==> src/rtl/isa_pkg.sv <==
`default_nettype none
// ------------------------------------------------------------------
// isa_pkg : bus-cycle state encoding and default ISA timing values
// Rev 1.0
// ------------------------------------------------------------------
package isa_pkg;

    typedef enum logic [1:0] {
        ST_IDLE  = 2'd0,
        ST_SETUP = 2'd1,
        ST_CMD   = 2'd2,
        ST_HOLD  = 2'd3
    } state_t;

    localparam int DEF_DATA_W    = 16;
    localparam int DEF_ADDR_W    = 16;
    localparam int DEF_NUM_DRQ   = 4;
    localparam int DEF_NUM_IRQ   = 4;
    localparam int DEF_SETUP_CYC = 2;
    localparam int DEF_CMD_CYC   = 4;
    localparam int DEF_HOLD_CYC  = 1;
    localparam int DEF_WAIT_MAX  = 64;
    localparam int DEF_RST_CYC   = 16;

    // DRQ release needs two synchroniser stages plus one cycle of margin
    localparam int DRQ_MASK_CYC  = 3;

endpackage
`default_nettype wire

==> src/rtl/isa_sync.sv <==
`default_nettype none
// ------------------------------------------------------------------
// isa_sync : parametric-width two-flop synchroniser
// Rev 1.0
// ------------------------------------------------------------------
module isa_sync #(
    parameter int WIDTH = 1
) (
    input  logic             clk,
    input  logic [WIDTH-1:0] d,
    output logic [WIDTH-1:0] q
);

    logic [WIDTH-1:0] meta;

    always_ff @(posedge clk) begin
        meta <= d;
        q    <= meta;
    end

endmodule
`default_nettype wire

==> src/rtl/isa_dma_bridge.sv <==
`default_nettype none
// ------------------------------------------------------------------
// isa_dma_bridge : ISA bus master for PIO, DMA channel service and IRQ capture
// Rev 1.0
// ------------------------------------------------------------------
module isa_dma_bridge
    import isa_pkg::*;
#(
    parameter int DATA_W    = DEF_DATA_W,
    parameter int ADDR_W    = DEF_ADDR_W,
    parameter int NUM_DRQ   = DEF_NUM_DRQ,
    parameter int NUM_IRQ   = DEF_NUM_IRQ,
    parameter int SETUP_CYC = DEF_SETUP_CYC,
    parameter int CMD_CYC   = DEF_CMD_CYC,
    parameter int HOLD_CYC  = DEF_HOLD_CYC,
    parameter int WAIT_MAX  = DEF_WAIT_MAX,
    parameter int RST_CYC   = DEF_RST_CYC
) (
    input  logic               clk,
    input  logic               reset,
    input  logic               req_valid,
    output logic               req_ready,
    input  logic               req_write,
    input  logic [ADDR_W-1:0]  req_addr,
    input  logic [DATA_W-1:0]  req_wdata,
    output logic               resp_valid,
    output logic [DATA_W-1:0]  resp_rdata,
    output logic               resp_err,
    input  logic [NUM_DRQ-1:0] dma_dir,
    input  logic [NUM_DRQ-1:0] dma_en,
    input  logic               dma_tx_valid,
    input  logic [DATA_W-1:0]  dma_tx_data,
    output logic               dma_tx_ready,
    output logic               dma_rx_valid,
    output logic [DATA_W-1:0]  dma_rx_data,
    output logic [2:0]         dma_chan,
    output logic [ADDR_W-1:0]  isa_a,
    output logic               isa_aen,
    input  logic [DATA_W-1:0]  isa_d_in,
    output logic [DATA_W-1:0]  isa_d_out,
    output logic               isa_d_oe,
    output logic               isa_ior_n,
    output logic               isa_iow_n,
    input  logic               isa_iochrdy,
    input  logic [NUM_DRQ-1:0] isa_drq,
    output logic [NUM_DRQ-1:0] isa_dack_n,
    input  logic [NUM_IRQ-1:0] isa_irq,
    input  logic [NUM_IRQ-1:0] irq_clear,
    output logic [NUM_IRQ-1:0] irq_pending,
    output logic               irq_any,
    output logic               isa_reset
);

    localparam int CNT_W = $clog2(SETUP_CYC + CMD_CYC + WAIT_MAX + HOLD_CYC + 1);
    localparam int RST_W = $clog2(RST_CYC + 1);
    localparam logic [CNT_W-1:0] SETUP_LAST = CNT_W'(SETUP_CYC - 1);
    localparam logic [CNT_W-1:0] CMD_LAST   = CNT_W'(CMD_CYC - 1);
    localparam logic [CNT_W-1:0] TMO_LAST   = CNT_W'(CMD_CYC + WAIT_MAX - 1);
    localparam logic [CNT_W-1:0] HOLD_LAST  = CNT_W'(HOLD_CYC - 1);
    localparam logic [RST_W-1:0] RST_LOAD   = RST_W'(RST_CYC);
    localparam logic [1:0]       MASK_LOAD  = 2'(DRQ_MASK_CYC);

    state_t             state;
    logic [CNT_W-1:0]   cnt;
    logic [RST_W-1:0]   rst_cnt;
    logic               is_dma;
    logic               is_write;
    logic               timed_out;
    logic [DATA_W-1:0]  rd_data;
    logic [1:0]         mask_cnt [NUM_DRQ];
    logic [NUM_DRQ-1:0] drq_s;
    logic [NUM_IRQ-1:0] irq_s;
    logic [NUM_IRQ-1:0] irq_prev;
    logic               rdy_s;

    logic [NUM_DRQ-1:0] eligible;
    logic [NUM_DRQ-1:0] grant_oh;
    logic [2:0]         grant_chan;
    logic               grant_dir;
    logic               grant_hit;
    logic               cmd_ok;
    logic               cmd_tmo;
    logic               hold_done;

    isa_sync #(.WIDTH(NUM_DRQ)) u_drq_sync (.clk(clk), .d(isa_drq),     .q(drq_s));
    isa_sync #(.WIDTH(NUM_IRQ)) u_irq_sync (.clk(clk), .d(isa_irq),     .q(irq_s));
    isa_sync #(.WIDTH(1))       u_rdy_sync (.clk(clk), .d(isa_iochrdy), .q(rdy_s));

    // Fixed priority: the lowest eligible channel index is granted
    always_comb begin
        eligible   = '0;
        grant_oh   = '0;
        grant_chan = 3'd0;
        grant_dir  = 1'b0;
        for (int i = 0; i < NUM_DRQ; i++) begin
            eligible[i] = drq_s[i] & dma_en[i] & (~dma_dir[i] | dma_tx_valid)
                        & (mask_cnt[i] == 2'd0);
        end
        for (int i = NUM_DRQ - 1; i >= 0; i--) begin
            if (eligible[i]) begin
                grant_oh    = '0;
                grant_oh[i] = 1'b1;
                grant_chan  = 3'(i);
                grant_dir   = dma_dir[i];
            end
        end
        grant_hit = (state == ST_IDLE) && !isa_reset && (|eligible);
    end

    assign req_ready = (state == ST_IDLE) && !isa_reset && !(|eligible);
    assign cmd_ok    = (cnt >= CMD_LAST) && rdy_s;
    assign cmd_tmo   = (cnt >= TMO_LAST);
    assign hold_done = (state == ST_HOLD) && (cnt == HOLD_LAST);
    assign irq_any   = |irq_pending;

    always_ff @(posedge clk) begin
        irq_prev <= irq_s;
        if (reset) begin
            state        <= ST_IDLE;
            cnt          <= '0;
            rst_cnt      <= RST_LOAD;
            isa_reset    <= 1'b1;
            is_dma       <= 1'b0;
            is_write     <= 1'b0;
            timed_out    <= 1'b0;
            rd_data      <= '0;
            isa_a        <= '0;
            isa_aen      <= 1'b0;
            isa_d_out    <= '0;
            isa_d_oe     <= 1'b0;
            isa_ior_n    <= 1'b1;
            isa_iow_n    <= 1'b1;
            isa_dack_n   <= '1;
            resp_valid   <= 1'b0;
            resp_rdata   <= '0;
            resp_err     <= 1'b0;
            dma_tx_ready <= 1'b0;
            dma_rx_valid <= 1'b0;
            dma_rx_data  <= '0;
            dma_chan     <= 3'd0;
            irq_pending  <= '0;
            for (int i = 0; i < NUM_DRQ; i++) mask_cnt[i] <= 2'd0;
        end else begin
            resp_valid   <= 1'b0;
            dma_tx_ready <= 1'b0;
            dma_rx_valid <= 1'b0;
            // A clear never wins against an edge arriving in the same cycle
            irq_pending  <= (irq_pending & ~irq_clear) | (irq_s & ~irq_prev);
            if (rst_cnt != '0) rst_cnt <= rst_cnt - RST_W'(1);
            isa_reset    <= (rst_cnt > RST_W'(1));
            for (int i = 0; i < NUM_DRQ; i++) begin
                if (hold_done && is_dma && (dma_chan == 3'(i)))
                    mask_cnt[i] <= MASK_LOAD;
                else if (mask_cnt[i] != 2'd0)
                    mask_cnt[i] <= mask_cnt[i] - 2'd1;
            end

            case (state)
                ST_IDLE: begin
                    cnt <= '0;
                    if (grant_hit) begin
                        state        <= ST_SETUP;
                        is_dma       <= 1'b1;
                        is_write     <= grant_dir;
                        dma_chan     <= grant_chan;
                        isa_aen      <= 1'b1;
                        isa_a        <= '0;
                        isa_dack_n   <= ~grant_oh;
                        isa_d_oe     <= grant_dir;
                        isa_d_out    <= grant_dir ? dma_tx_data : '0;
                        dma_tx_ready <= grant_dir;
                    end else if (req_valid && req_ready) begin
                        state     <= ST_SETUP;
                        is_dma    <= 1'b0;
                        is_write  <= req_write;
                        isa_aen   <= 1'b0;
                        isa_a     <= req_addr;
                        isa_d_oe  <= req_write;
                        isa_d_out <= req_write ? req_wdata : '0;
                    end
                end
                ST_SETUP: begin
                    if (cnt == SETUP_LAST) begin
                        state <= ST_CMD;
                        cnt   <= '0;
                        if (is_write) isa_iow_n <= 1'b0;
                        else          isa_ior_n <= 1'b0;
                    end else begin
                        cnt <= cnt + CNT_W'(1);
                    end
                end
                ST_CMD: begin
                    if (cmd_ok || cmd_tmo) begin
                        state     <= ST_HOLD;
                        cnt       <= '0;
                        isa_ior_n <= 1'b1;
                        isa_iow_n <= 1'b1;
                        timed_out <= !cmd_ok;
                        rd_data   <= !cmd_ok ? {DATA_W{1'b1}} : (is_write ? '0 : isa_d_in);
                    end else begin
                        cnt <= cnt + CNT_W'(1);
                    end
                end
                ST_HOLD: begin
                    if (hold_done) begin
                        state      <= ST_IDLE;
                        cnt        <= '0;
                        isa_aen    <= 1'b0;
                        isa_a      <= '0;
                        isa_d_oe   <= 1'b0;
                        isa_d_out  <= '0;
                        isa_dack_n <= '1;
                        if (is_dma) begin
                            if (!is_write) begin
                                dma_rx_valid <= 1'b1;
                                dma_rx_data  <= rd_data;
                            end
                        end else begin
                            resp_valid <= 1'b1;
                            resp_rdata <= rd_data;
                            resp_err   <= timed_out;
                        end
                    end else begin
                        cnt <= cnt + CNT_W'(1);
                    end
                end
                default: state <= ST_IDLE;
            endcase
        end
    end

endmodule
`default_nettype wire

==> config.mk <==
export PLATFORM = sky130hd
export DESIGN_NAME = isa_dma_bridge
export DESIGN_NICKNAME = d
export VERILOG_FILES = /design/src/rtl/isa_pkg.sv /design/src/rtl/isa_sync.sv /design/src/rtl/isa_dma_bridge.sv
export SDC_FILE = /design/constraint.sdc
export NUM_CORES = 1
export LEC_CHECK = 0
export BUFFER_PORTS_ARGS = -buffer_cell sky130_fd_sc_hd__buf_2
export CAP_MARGIN = 10
export CORE_MARGIN = 2
export CORE_UTILIZATION = 51
export CTS_CLUSTER_DIAMETER = 150
export DETAILED_ROUTE_END_ITERATION = 8
export PLACE_DENSITY = 0.8
export SYNTH_ARGS = -nofsm -noshare
export SYNTH_HDL_FRONTEND = slang
export SYNTH_HIERARCHICAL = 1
export SYNTH_SLANG_ARGS = --single-unit
==> constraint.sdc <==
create_clock -name clk -period 2.6 [get_ports clk]
set_clock_uncertainty 0.1 [all_clocks]
set_input_delay 0.26 -clock clk [delete_from_list [all_inputs] [get_ports clk]]
set_output_delay 0.26 -clock clk [all_outputs]
set_load 0.02 [all_outputs]
==> summary.md <==
| Metric | Value |
|---|---|
| RSZ-0062 raised after global routing | `no` |
| Final min period | `2475 ps` |
| CTS sink count | `146` |
| Post-synth EDFFs | `8` |
| Final hold violation count | `0` |
| Rel. slew slack | `42.92%` |
| Cell taking the most area after synthesis | `dfxtp_1` |
| H-Tree Depth | `4` |
| Final setup TNS | `0 ps` |
| Design Area, Final | `7955 um^2` |
| Fmax achieved | `0.4041 GHz` |
| Synth area leaders | `dfxtp_1 48%, edfxtp_1 4.2%, nor2_1 4.1%` |
| Status | `completed` |
| Post-Place Cell Area | `6663 um^2` |
| Vias in the first global route | `5239` |
| Post-route antenna net violation count | `0` |
| Reg power frac | `42.8%` |
| Cell with the most instances after synthesis | `dfxtp_1` |
| Syn Std Cell Area | `5702 um^2` |
| Vias | `5280` |
| Area of the multi-input gates | `2474 um^2` |
| Chip width | `109.7 um` |
| Logic pwr share | `17.8%` |
| Post-synthesis sequential area ratio | `52.67%` |
| Crit. End Element | `output port` |
| Worst Setup Start Kind | `register` |
| Worst skew pair latency | `530 ps` |
| # IOs | `176` |
| Filler cells | `765` |
| Area taken by flip-flops and latches | `3003 um^2` |
| Rows | `38` |
| P_sw | `1.567 mW` |
| Grt total ovfl | `0` |
| Layout area overhead | `39.52%` |
| Worst-case hold slack | `24.46 ps` |
| Initial antenna violation count | `0` |
| Synth Register Bits | `146` |
| PortBufs | `174` |
| RePlAce Congestion | `0.9185` |
| Worst EP required | `2240 ps` |
| Slowest stage delay, CP | `400 ps` |
| WL final | `16.05 mm` |
| Worst-path fanout max | `6` |
| DR WL/cell | `16.51 um` |
| Final period util | `95.19%` |
| Leakage | `3.515 nW` |
| Slew Viols, Final | `0` |
| Final WS setup | `125.1 ps` |
| Endpoints failing setup | `0` |
| Pint | `4.335 mW` |
| Synth cell types | `67` |
| Hold Crit Class | `primary input to register` |
| Tot Pwr | `5.902 mW` |
| Clock power frac | `39.3%` |
| N_diodes | `0` |
| Crit path buf inv count | `2` |
| Die area | `12040 um^2` |
| Core area | `10890 um^2` |
| Via/cell ratio | `5.432` |
| Total global-route track usage | `26.50%` |
| Layout cell share with drive strength beyond 1 | `28.85%` |
| Crit path max-delay family | `simple AND/OR/NAND/NOR gates` |
| Share of the synthesized area in the top cell type | `48.45%` |
| CTS clk-pin slew, worst paths | `60 ps` |
| Post-Synthesis Cells | `574` |
| Synth warnings | `6` |
| Placed cell count | `868` |
| Pwr/cell area | `741.9 nW/um^2` |
| Top FF cell, synth | `dfxtp_1` |
| DP Worst Slack | `216.0 ps` |
| First-pass DRT Iterations | `5` |
| Critical Path AT | `2110 ps` |
| Crit-path slowest cell | `edfxtp_1` |
| Drt initial violations | `458` |
| Syn_nets | `677` |
| Total CTS buffers | `17` |
| Post-Layout Cell Count | `972` |
| Clk buf depth | `2` |
| Crit-path cells | `inv_1 -> ha_1 -> nand3_2 -> o22a_2 -> nand3_1 -> nor2_1 -> buf_2` |
| Peak supply drop | `0.4618 mV` |
| Root buffer cell | `clkbuf_8` |
| First-pass GRT wire length | `24.56 mm` |
| Sw Ratio | `26.55%` |
| CTS tree | `done` |
| Top cells by count, synth | `138 x dfxtp_1, 62 x nor2_1, 43 x nand2_1` |
| Post-Syn Area per Cell | `9.933 um^2` |
| Starting Density | `52.37%` |
| Crit Path Class | `register to output port` |
| Pin count of the biggest net entering global routing | `89` |
| Max-cap violation count | `0` |
| Dpl hpwl | `9.903 mm` |
| Final core utilization | `73.06%` |
| Async set-reset flop share out of synthesis | `0%` |
| Nets@finish | `922` |
| Die Ht | `109.7 um` |
| DRC viols | `0` |
| Slew @ Worst Pin | `856.2 ps` |
-- state kept, by name, indices dropped and copies added, names as in the netlist, 4 cells and up --
register         count
isa_dack_n           4
irq_prev             4
rst_cnt              5
dma_rx_data         16
isa_d_out           16
u_irq_sync/meta      4
u_drq_sync/q         4
mask_cnt             8
u_irq_sync/q         4
resp_rdata          16
rd_data             16
cnt                  7
isa_a               16
u_drq_sync/meta      4
irq_pending          4
-- layout make-up --
type	instances	share of cell area [%]
well taps	140	2.202
multi-input cells	377	31.09
repair buffers	255	20.86
flip-flops and latches	146	37.75
inverters	22	1.038
clock buffers	22	5.709
clock inverters	10	1.353
-- worst register-to-register path, delay by kind of cell, from the launching register on --
| kind | cells | cell delay [ps] |
|---|---|---|
| compound gates | 2 | 730 |
| simple gates | 3 | 460 |
| flops | 1 | 400 |
| buf+inv | 2 | 330 |
| fa+ha+maj | 1 | 240 |
-- cells in the final DEF (no fill, tap or decap), drive strengths merged, types with 9 or more instances in the layout --
cell type,synthesis,routed
nand2,43,43
dfxtp,138,138
a221o,16,16
mux2i,19,19
and3,17,17
a22o,17,17
inv,22,23
or2,9,9
nand3,17,17
dlygate4sd3,0,72
nor2b,20,20
clkbuf,18,22
nor2,63,63
buf,11,183
a21oi,39,39
nand2b,15,15
ha,13,13
o22ai,18,18
-- metal layers --
metal | up-vias | global-route usage, % | share of wire (%)
li1 | 2518 | - | -
met1 | 2483 | 28.58 | 39
met2 | 245 | 46.69 | 51
met3 | 34 | 7.825 | 7.4
met4 | 0 | 13.92 | 2.5
met5 | - | 0 | 0
-- repair_timing --
action / 4_1_cts / 5_1_grt
buffers inserted: 0 / 0
setup endpoints to repair: 0 / 17
resized for setup: 0 / 4
endpoints found under the hold margin: 57 / 0
hold buffers: 72 / 0
-- path summary, 6_finish.rpt --
path	startpoint	endpoint	slack, ps	cells after the start
max	mask_cnt[0][0]	req_ready	130	7
min	isa_d_in[5]	rd_data[5]	20	4
max reg2reg	mask_cnt[0][0]	isa_d_out[1]	220	8
min reg2reg	u_drq_sync/meta[1]	u_drq_sync/q[1]	220	0
-- power by group through the flow --
stage	logic [mW]	registers [mW]	clock network (mW)
after floorplan	0.640	2.60	0
after CTS	1.04	2.53	2.35
after global placement	0.889	2.56	0
final	1.05	2.53	2.32
after global routing	1.16	2.54	2.47
after detailed placement	0.940	2.58	0
-- cells by family (layout without fill, tap and decap cells) --
| kind of cell | count (synthesis) | in the layout | share of synthesized area (%) |
|---|---|---|---|
| and+or+nand+nor | 215 | 215 | 20.08 |
| DFF | 146 | 146 | 52.67 |
| AOI/OAI and AO/OA | 121 | 121 | 15.49 |
| buffers and inverters | 51 | 309 | 4.279 |
| muxes | 19 | 19 | 3.335 |
| adders and majority gates | 13 | 13 | 2.853 |
| xor gates and xnor gates | 8 | 8 | 1.229 |
| other | 1 | 1 | 0.06577 |
(Power assumes the default switching activity.)
